`config.mk`:
```
export PLATFORM = sky130hd
export DESIGN_NAME = fb_store_queue
export DESIGN_NICKNAME = d
export VERILOG_FILES = /design/src/rtl/proc_pkg.sv /design/src/rtl/store_fifo.sv /design/src/rtl/fb_store_queue.sv
export SDC_FILE = /design/constraint.sdc
export NUM_CORES = 1
export LEC_CHECK = 0
export ABC_CLOCK_PERIOD_IN_PS = 3600
export CAP_MARGIN = 20
export CORE_MARGIN = 4
export CORE_UTILIZATION = 52
export DETAILED_ROUTE_END_ITERATION = 10
export PLACE_DENSITY = 0.76
export SYNTH_ARGS = -nofsm -noshare
export SYNTH_HDL_FRONTEND = slang
export SYNTH_HIERARCHICAL = 1
export SYNTH_SLANG_ARGS = --single-unit
```
`constraint.sdc`:
```
create_clock -name clk -period 3.6 [get_ports clk]
set_clock_uncertainty 0.15 [all_clocks]
set_input_delay 0.36 -clock clk [delete_from_list [all_inputs] [get_ports clk]]
set_output_delay 0.36 -clock clk [all_outputs]
set_load 0.005 [all_outputs]
```
`src/rtl/proc_pkg.sv`:
```
// Shared processor-side definitions for the frame-buffer store path:
// window constants, channel-select encoding and the queued store entry.
package proc_pkg;

  localparam int DATA_W   = 33;
  localparam int FB_WORDS = 4096;
  localparam int FB_AW    = $clog2(FB_WORDS);

  localparam logic [DATA_W-1:0] FB_BASE = 33'h0_0001_0000;
  // First byte address past the window.
  localparam logic [DATA_W-1:0] FB_END  = FB_BASE + DATA_W'(4 * FB_WORDS);

  typedef enum logic [1:0] {
    RGB_FULL = 2'b00,
    RGB_R    = 2'b01,
    RGB_G    = 2'b10,
    RGB_B    = 2'b11
  } rgb_sel_e;

  typedef enum logic {
    DRAIN_IDLE,
    DRAIN_ISSUE
  } drain_state_e;

  typedef struct packed {
    logic [FB_AW-1:0]  addr;
    logic [DATA_W-1:0] data;
    logic [3:0]        mask;
  } fb_entry_t;

  function automatic logic [3:0] rgb_mask(input rgb_sel_e sel);
    logic [3:0] mask;
    case (sel)
      RGB_R:   mask = 4'b0100;
      RGB_G:   mask = 4'b0010;
      RGB_B:   mask = 4'b0001;
      default: mask = 4'b1111;
    endcase
    return mask;
  endfunction

endpackage

```
`src/rtl/store_fifo.sv`:
```
// DEPTH-entry FIFO of frame-buffer store entries. It exposes the head and the
// entry behind it, so the drain logic can reload straight after a pop.
module store_fifo
  import proc_pkg::*;
#(
  parameter int DEPTH = 4
) (
  input  logic                   clk,
  input  logic                   rst,
  input  logic                   push,
  input  logic                   pop,
  input  fb_entry_t              wr_entry,
  output fb_entry_t              head,
  output fb_entry_t              next_head,
  output logic                   full,
  output logic                   empty,
  output logic [$clog2(DEPTH):0] count
);

  localparam int AW = $clog2(DEPTH);
  localparam int CW = AW + 1;

  fb_entry_t       mem [DEPTH];
  logic [AW-1:0]   wr_ptr;
  logic [AW-1:0]   rd_ptr;
  logic            do_push;
  logic            do_pop;

  assign full    = (count == CW'(DEPTH));
  assign empty   = (count == '0);
  assign do_push = push && !full;
  assign do_pop  = pop && !empty;

  assign head      = mem[rd_ptr];
  assign next_head = mem[rd_ptr + AW'(1)];

  // NOTE: the storage array has no reset; only pointers and count carry
  // state that matters, and leaving the RAM unreset lets it map to plain flops/LUTRAM.
  always_ff @(posedge clk) begin
    if (do_push) mem[wr_ptr] <= wr_entry;
  end

  // Pointer width equals log2(DEPTH), so increments wrap modulo DEPTH.
  always_ff @(posedge clk or posedge rst) begin
    if (rst) begin
      wr_ptr <= '0;
      rd_ptr <= '0;
      count  <= '0;
    end else begin
      if (do_push) wr_ptr <= wr_ptr + AW'(1);
      if (do_pop)  rd_ptr <= rd_ptr + AW'(1);
      case ({do_push, do_pop})
        2'b10:   count <= count + CW'(1);
        2'b01:   count <= count - CW'(1);
        default: count <= count;
      endcase
    end
  end

endmodule

```
`src/rtl/fb_store_queue.sv`:
```
// Captures memory-stage stores that hit the frame-buffer window, queues them
// and drains them to the frame-buffer RAM port over a req/ack handshake.
module fb_store_queue
  import proc_pkg::*;
#(
  parameter int DEPTH = 4
) (
  input  logic                   clk,
  input  logic                   rst,
  input  logic                   MemWriteM,
  input  logic [DATA_W-1:0]      ALU_ResultM,
  input  logic [DATA_W-1:0]      WriteDataM,
  input  logic [1:0]             RGB_M,
  output logic                   StallM,
  output logic                   fb_req,
  output logic [FB_AW-1:0]       fb_addr,
  output logic [DATA_W-1:0]      fb_data,
  output logic [3:0]             fb_mask,
  input  logic                   fb_ack,
  output logic                   q_empty,
  output logic [$clog2(DEPTH):0] q_count
);

  localparam int CW = $clog2(DEPTH) + 1;

  logic         hit;
  logic         full;
  logic         empty;
  logic         do_push;
  logic         do_pop;
  fb_entry_t    push_entry;
  fb_entry_t    head;
  fb_entry_t    next_head;

  drain_state_e state_q, state_d;
  fb_entry_t    out_q, out_d;
  logic         req_d;

  assign hit = MemWriteM && (ALU_ResultM >= FB_BASE) && (ALU_ResultM < FB_END);

  assign push_entry.addr = FB_AW'((ALU_ResultM - FB_BASE) >> 2);
  assign push_entry.data = WriteDataM;
  assign push_entry.mask = rgb_mask(rgb_sel_e'(RGB_M));

  // A full queue stalls even if the head is acked this cycle; the store retries.
  assign StallM  = hit && full;
  assign do_push = hit && !full;

  store_fifo #(.DEPTH(DEPTH)) u_fifo (
    .clk       (clk),
    .rst       (rst),
    .push      (do_push),
    .pop       (do_pop),
    .wr_entry  (push_entry),
    .head      (head),
    .next_head (next_head),
    .full      (full),
    .empty     (empty),
    .count     (q_count)
  );

  // NOTE: every output of this block gets a default first, so no path
  // through the case can leave one unassigned and infer a latch.
  always_comb begin
    state_d = state_q;
    out_d   = out_q;
    req_d   = fb_req;
    do_pop  = 1'b0;
    case (state_q)
      DRAIN_IDLE: begin
        // An empty queue with an incoming store forwards it, so fb_req
        // rises in the cycle right after the store is accepted.
        if (!empty) begin
          out_d   = head;
          req_d   = 1'b1;
          state_d = DRAIN_ISSUE;
        end else if (do_push) begin
          out_d   = push_entry;
          req_d   = 1'b1;
          state_d = DRAIN_ISSUE;
        end
      end
      DRAIN_ISSUE: begin
        if (fb_ack) begin
          do_pop = 1'b1;
          if (q_count > CW'(1)) begin
            out_d = next_head;
          end else if (do_push) begin
            out_d = push_entry;
          end else begin
            req_d   = 1'b0;
            state_d = DRAIN_IDLE;
          end
        end
      end
      default: begin
        req_d   = 1'b0;
        state_d = DRAIN_IDLE;
      end
    endcase
  end

  always_ff @(posedge clk or posedge rst) begin
    if (rst) begin
      state_q <= DRAIN_IDLE;
      out_q   <= '0;
      fb_req  <= 1'b0;
    end else begin
      state_q <= state_d;
      out_q   <= out_d;
      fb_req  <= req_d;
    end
  end

  assign fb_addr = out_q.addr;
  assign fb_data = out_q.data;
  assign fb_mask = out_q.mask;
  assign q_empty = (q_count == '0) && (state_q == DRAIN_IDLE);

endmodule

```
# Word level (Yosys, flattened, before mapping)
# Memory sizes are Yosys's and may differ from the RTL's.
# Index checks and enable logic that the tools add are counted.
# word_totals
ff_bits,58
ramBits,196
n_memories,1
# classes
addsub,5
n_lt_le_gt_ge,3
n_eq_ne,10
muxes,22
bitwise,1
reduce_logical,12
# memory_table
memory,words,width,read_ports,rd_ports_with_merged_regs,wr,line,text
u_fifo.mem,4,49,2,0,1,store_fifo.sv:23,fb_entry_t mem [DEPTH];
# op_table
op,count
49-bit two-way mux,4
49-bit case mux with 2 select lines,1
"33-bit by 17-bit >= comparator with 1-bit output, second input constant",1
"33-bit by 17-bit less-than comparator with 1-bit output, second input constant",1
"14-bit by 1-bit subtractor with 14-bit output, second input constant",1
1-bit two-way mux,13
4-bit case mux with 3 select lines,1
1-bit logical AND,7
"2-bit equality test, second input constant",3
"2-bit inequality test, second input constant",3
3-bit case mux with 2 select lines,1
"2-bit by 1-bit adder with 2-bit output, second input constant",2
"2-bit by 1-bit equality test with 1-bit output, second input constant",2
1-bit case mux with 2 select lines,2
4-bit AND reduction,1
"3-bit by 1-bit adder with 3-bit output, second input constant",1
"3-bit equality test, second input constant",1
"3-bit by 1-bit greater-than comparator with 1-bit output, second input constant",1
3-bit zero test,1
"3-bit by 2-bit inequality test with 1-bit output, second input constant",1
"3-bit by 1-bit subtractor with 3-bit output, second input constant",1
1-bit zero test,2
2-bit nonzero test,1
1-bit NOT,1

# Logic depth before layout (Yosys ltp)
# Gate-level depths: netlist (run 1).
# depth
word_depth,8
ltp_mapped,14
depth_no_buf,12

# Cells and area by module
# The synthesis (run 1) kept the hierarchy.
# modules_own_cells
mod,n_inst,cells_per_inst,area_per_inst_um2
store_fifo,1,354,8647.0
fb_store_queue,1,585,4570.6

# Worst setup path before layout (run 1)
# No wires, ideal clock.
# synth_timing
kind,input to register
startpoint,input ALU_ResultM[18]
endpoint,"memory u_fifo/mem[2][0] (netlist bit), enable pin"
t_arrival_ps,3031
t_required_ps,3038
slack_ps,8
path_stages,8
n_path_buf,2
cell_sequence,or4b_1 -> buf_6 -> nor2_8 -> nand2_1 -> buf_2 -> inv_1 -> nor2b_1 -> and2_1
# synth_between
elab_chain_cells,7
word_cells_on_any_way,8
# synth_lines
element,line,text
"start, declared",fb_store_queue.sv:11,"input logic [DATA_W-1:0] ALU_ResultM,"
33-bit by 17-bit >= comparator with 1-bit output,fb_store_queue.sv:39,assign hit = MemWriteM && (ALU_ResultM >= FB_BASE) && (ALU_ResultM < FB_END);
1-bit logical AND,fb_store_queue.sv:39,
1-bit logical AND *,fb_store_queue.sv:39,
1-bit logical AND *,fb_store_queue.sv:47,assign do_push = hit && !full;
named net do_push,fb_store_queue.sv:29,logic do_push;
1-bit logical AND *,store_fifo.sv:31,assign do_push = push && !full;
1-bit two-way mux *,store_fifo.sv:40,if (do_push) mem[wr_ptr] <= wr_entry;
1-bit two-way mux (not written as such) *,store_fifo.sv:40,
"end, declared",store_fifo.sv:23,
# Mark *: on every way through the listed nets, which the timed path passes. The rest lies on a longest branch.

# Worst setup path in the final report (run 1)
# layout_timing
startpoint,register u_fifo.count[2]
endpoint,output StallM
# layout_between
elab_chain_cells,2
# layout_lines
element,line,text
"start, declared",store_fifo.sv:17,output logic [$clog2(DEPTH):0] count
"start signal, assigned",store_fifo.sv:53,2'b10: count <= count + CW'(1);
"start signal, assigned",store_fifo.sv:54,2'b01: count <= count - CW'(1);
"start signal, assigned",store_fifo.sv:55,default: count <= count;
3-bit equality test,store_fifo.sv:29,assign full = (count == CW'(DEPTH));
named net full,fb_store_queue.sv:27,logic full;
1-bit logical AND,fb_store_queue.sv:46,assign StallM = hit && full;
"end, declared",fb_store_queue.sv:14,"output logic StallM,"
# The timed path passes the listed nets, and every way through them passes these cells.

==> results.cfg, run 1 <==
[sta]
rsz0062_at_grt = false
fin_crit_ps = 3180
slew_headroom_pct = 48.3
setup_violations = 0
drv_slew = 0
fmax_mhz = 314
tightest_slew_ps = 775
hold_violations = 0
tns_ps = 0
finalCritPeriodShare_pct = 88.4
worst_slack_ps = 418

[route]
wl_per_cell_um = 24.2
drc = 0
vias_per_cell = 6.77
drtIter0Drc = 895
final_antenna_net_count = 0
detail_route.first_pass.iterations = 7
vias = 9346
routed_wl_um = 33400

[layout]
fin_cells = 1381
final_util_pct = 62.3
final_layout_size_suffix_gt1_share_pct = 21.6
num_antenna_cells = 0
design_area_um2 = 15600
area_delta_synth_final_pct = 18.3
fin_nets = 1112

[critical_path]
worst-setup-path-type = reg2out
crit_fanout = 16
crit_required_ps = 3090
crit_path_start = u_fifo/count[2]
r2r_start = u_fifo/count[2]
critPathCaptureType = primary output
r2r_setup_slack_ps = 780
r2r-end = u_fifo/count[2]
crit_arrival_ps = 2670
reg2reg_depth = 10
crit_path_start_kind = flip-flop

[synthesis]
synth-edff-count = 196
ys.flop_type = edfxtp_1
syn_inst = 939
syn_avg_cell_area_um2 = 14.1
synth_seq_cells = 254
synth_seq_area_share_pct = 55.5
synth_cell_types = 49
async_flop_share_pct = 22.8
syn_nets = 1020
synth_area_um2 = 13200
ys_warn_count = 6

[status]
status = finished, final reports clean

[place]
dpl.cell_count = 1331
hpwl_um = 19500
pre_cts_slack_ps = 433
numPortBuffers = 124
postPlaceCellArea_um2 = 14800
gp_congestion = 0.763

[clocking]
htreeDepth = 1
cts_buffer_depth = 3
clkTransAtPathRegs_ps = 60
worstSkewPairLatency_ps = 530
cts_sinks = 254
cts_root_buf = clkbuf_16
cts_tree = done
numCtsBuffers = 26
postCtsSetupBuffers = 0

[global_route]
antenna_found_initial = 2
grt_pass1_vias = 9940
overflow = 0
grt_pass1_wl_um = 52900
grt_start_max_net_pins = 122
track_usage_pct = 23.4

[floorplan]
dieWidth_um = 167
core_area_um2 = 25100
die-area_um2 = 28000
ios = 127
rows = 58
die_h_um = 167
initial_core_util_pct = 52.6

[hold_path]
hold_start = WriteDataM[15]
min_path_type = in2reg
hold-path-cell-count = 1
holdPathEnd = u_fifo/mem[2][19]

[pwr]
vdd_drop_max_mv = 0.457
p_leak_uw = 0.00540
power_density_nw_per_um2 = 728

[job]
maxCapViolCount = 0
==> cell usage after synthesis (13+ instances only) <==
master,instances,area [µm²]
edfxtp_1,196,5890
mux4_2,98,2210
dfrtp_1,58,1450
clkbuf_1,56,210
o21ai_0,55,275
nor2_1,53,199
a21oi_1,52,260
o21ai_1,42,210
or2_2,37,231
and3_1,36,225
o221ai_1,36,315
o31ai_1,36,270
a21boi_0,22,165
buf_2,20,100
inv_1,17,63.8
a21boi_1,14,105
buf_6,13,146
==> registers in the layout (all words and copies together), names as in the netlist <==
signal	cells
u_fifo/mem	196
fb_req	1
u_fifo/wr_ptr	2
fb_addr	12
fb_data	33
u_fifo/rd_ptr	2
u_fifo/count	3
fb_mask	4
state_q	1
==> metrics by stage <==
step	power (µW)	hold slack [ps]
3_3_place_gp	8590	355
6_report	11400	339
2_1_floorplan	7200	13.4
4_1_cts	11400	327
3_5_place_dp	8770	364
5_1_grt	12000	350
==> how the worst max path moves through the flow <==
stage                              to  slack, ps
floorplan            u_fifo/mem[2][0]          8
global placement    u_fifo/mem[0][41]        420
detailed placement  u_fifo/mem[0][41]        430
CTS                            StallM        370
global route                   StallM        240
finish                         StallM        420
==> worst max-delay path, cell delays in order (launching register included) <==
cell and delay [ps]:
dfrtp_1 510, nor3b_2 480, buf_4 360, inv_1 70
nor3_1 200, clkdlybuf4s50_1 530
==> area by class of cell <==
type	instances	area, µm²
multi-input cells	575	5340
flip-flops and latches	254	7350
inverters	17	63.8
clock inverters	7	85.1
repair buffers	157	1640
clock buffers	41	748
fillers	1866	9470
well taps	330	413
==> metal layers <==
| metal | up-vias | wire length [µm] | track usage (%) |
|---|---|---|---|
| li1 | 3966 | - | - |
| met1 | 4748 | 12500 | 29.5 |
| met3 | 110 | 2690 | 3.85 |
| met4 | 4 | 1100 | 8.29 |
| met2 | 518 | 17100 | 41.2 |
| met5 | - | 27 | 0 |
==> where the power goes <==
group | internal, µW | switching, µW
logic | 2570 | 2250
clock network | 1560 | 1070
registers | 3510 | 417
==> cells by family after synthesis <==
family / synth area share, %
flip-flops: 55.5
AO/OA/AOI/OAI: 14.7
adder cells (fa/ha/maj): 0.909
multiplexers: 16.9
AND/OR/NAND/NOR: 7.35
XOR/XNOR: 0.398
buffers and inverters: 4.32
==> cells in the final DEF, fill, tap and decap left out, types with 37 or more instances in the layout <==
master           synthesis  routed
edfxtp_1               196     196
or2_2                   37      37
a21oi_1                 52      52
o21ai_0                 55      55
dfrtp_1                 58      55
clkdlybuf4s50_1          0     124
o21ai_1                 42      42
nor2_1                  53      52
mux4_2                  98      98
==> timing repair <==
item                      4_1_cts  5_1_grt
hold endpoints to repair        7        0
hold buffers                    1        0
gates resized for setup         0        0
No activity file was read; power rests on OpenSTA's default activity.
==> inputs of run 2 (changes only) <==
- CELL_PAD_IN_SITES_DETAIL_PLACEMENT: not set -> 1
- CELL_PAD_IN_SITES_GLOBAL_PLACEMENT: not set -> 2
- CORE_UTILIZATION: 52 -> 37
==> results.cfg, run 2 (synthesized netlist as in run 1, its figures left out) <==
[route]
detail_route.first_pass.iterations = 4
wl_per_cell_um = 24.9
routed_wl_um = 37700
final_antenna_net_count = 0
drc = 0
vias_per_cell = 6.03
vias = 9144
drtIter0Drc = 659

[clocking]
cts_buffer_depth = 3
postCtsSetupBuffers = 0
worstSkewPairLatency_ps = 550
htreeDepth = 1
cts_tree = done
cts_root_buf = clkbuf_16
clkTransAtPathRegs_ps = 60
numCtsBuffers = 30
cts_sinks = 254

[critical_path]
critPathCaptureType = primary output
r2r_setup_slack_ps = 720
crit_arrival_ps = 2740
worst-setup-path-type = reg2out
crit_fanout = 16
crit_required_ps = 3090
crit_path_start_kind = flip-flop

[layout]
final_layout_size_suffix_gt1_share_pct = 22.4
fin_nets = 1118
largest_reg_flops = 196
area_delta_synth_final_pct = 20.6
final_common_cell = edfxtp_1
top_register = u_fifo/mem
final_cell_mix = edfxtp_1 (196), clkdlybuf4s50_1 (124), mux4_2 (98), o21ai_0 (55), dfrtp_1 (55)

[hold_path]
min_path_type = in2reg

[place]
numPortBuffers = 124
hpwl_um = 22200
pre_cts_slack_ps = 452
gp_congestion = 0.718

[sta]
setup_violations = 0
tns_ps = 0
worst_slack_ps = 353
fmax_mhz = 308
hold_violations = 0
rsz0062_at_grt = false
tightest_slew_ps = 861
drv_slew = 0
fin_crit_ps = 3250
finalCritPeriodShare_pct = 90.2
slew_headroom_pct = 42.6

[floorplan]
ios = 127
initial_core_util_pct = 37.9
dieWidth_um = 197
rows = 68
die-area_um2 = 38800
core_area_um2 = 34900
die_h_um = 197

[pwr]
power_density_nw_per_um2 = 734
p_leak_uw = 0.00546
vdd_drop_max_mv = 0.522

[job]
maxCapViolCount = 0

[status]
status = finished, final reports clean

[global_route]
track_usage_pct = 19.3
overflow = 0
grt_start_max_net_pins = 122
grt_pass1_wl_um = 59400
grt_pass1_vias = 9796
antenna_found_initial = 3
-- run 2: cell count changes in the layout (fill, tap and decap cells not counted) --
cell / delta
buf_4: -1
buf_12: +3
clkinv_2: +4
clkbuf_1: -1
diode_2: +2
clkbuf_8: +2
clkbuf_16: +4
bufinv_16: -2
-- run 2: per-stage QoR --
step / power, µW / hold slack [ps] / instances / util (%) / area [µm²]
after floorplan: 7200 / 13.4 / 939 / - / 13200
after global placement: 8850 / 360 / 1459 / 43.0 / 15000
after detailed placement: 8950 / 365 / 1459 / 43.0 / 15000
after CTS: 11800 / 297 / 1515 / 45.7 / 15900
after global routing: 12400 / 311 / 1517 / 45.7 / 15900
final: 11700 / 325 / 1517 / 45.7 / 15900
-- run 2: critical path, cell delays in order, from the launching register on --
cell and delay [ps]:
dfrtp_1 550, nor3b_2 440, buf_4 330, inv_1 70, nor3_1 240, clkdlybuf4s50_1 550
-- run 2: area by class of cell --
class | count | area, µm²
fillers | 3534 | 18900
flip-flops and latches | 254 | 7350
multi-input cells | 575 | 5340
repair buffers | 159 | 1690
clock buffers | 46 | 872
well taps | 455 | 569
inverters | 17 | 63.8
clock inverters | 9 | 45.0
diodes | 2 | 5.00
-- run 2: timing repair --
| action | in CTS | in global routing |
|---|---|---|
| hold buffers | 1 | 0 |
| hold endpoints to repair | 7 | 0 |
| gates resized for setup | 0 | 0 |
-- run 2: metal layers --
layer	routed length, µm	vias to the layer above	track usage [%]
met3	1710	48	2.65
met5	7	-	0
met1	16800	4859	27.1
met2	18500	255	32.3
li1	-	3980	-
met4	684	2	4.47
-- run 2: worst paths after layout --
path	end	from	cells past startpoint
min in group asynchronous	u_fifo/count[1]	rst	3
hold / removal	u_fifo/mem[1][17]	WriteDataM[13]	1
setup / recovery	StallM	u_fifo/count[2]	5
hold reg to reg	fb_data[31]	fb_data[31]	2
setup reg to reg	u_fifo/count[2]	u_fifo/count[2]	11
max in group asynchronous	state_q	rst	4
-- run 2: report_power, final --
part	internal, µW	total (µW)	switching (µW)
logic	2600	4780	2180
registers	3510	4080	569
clock network	1650	2850	1190
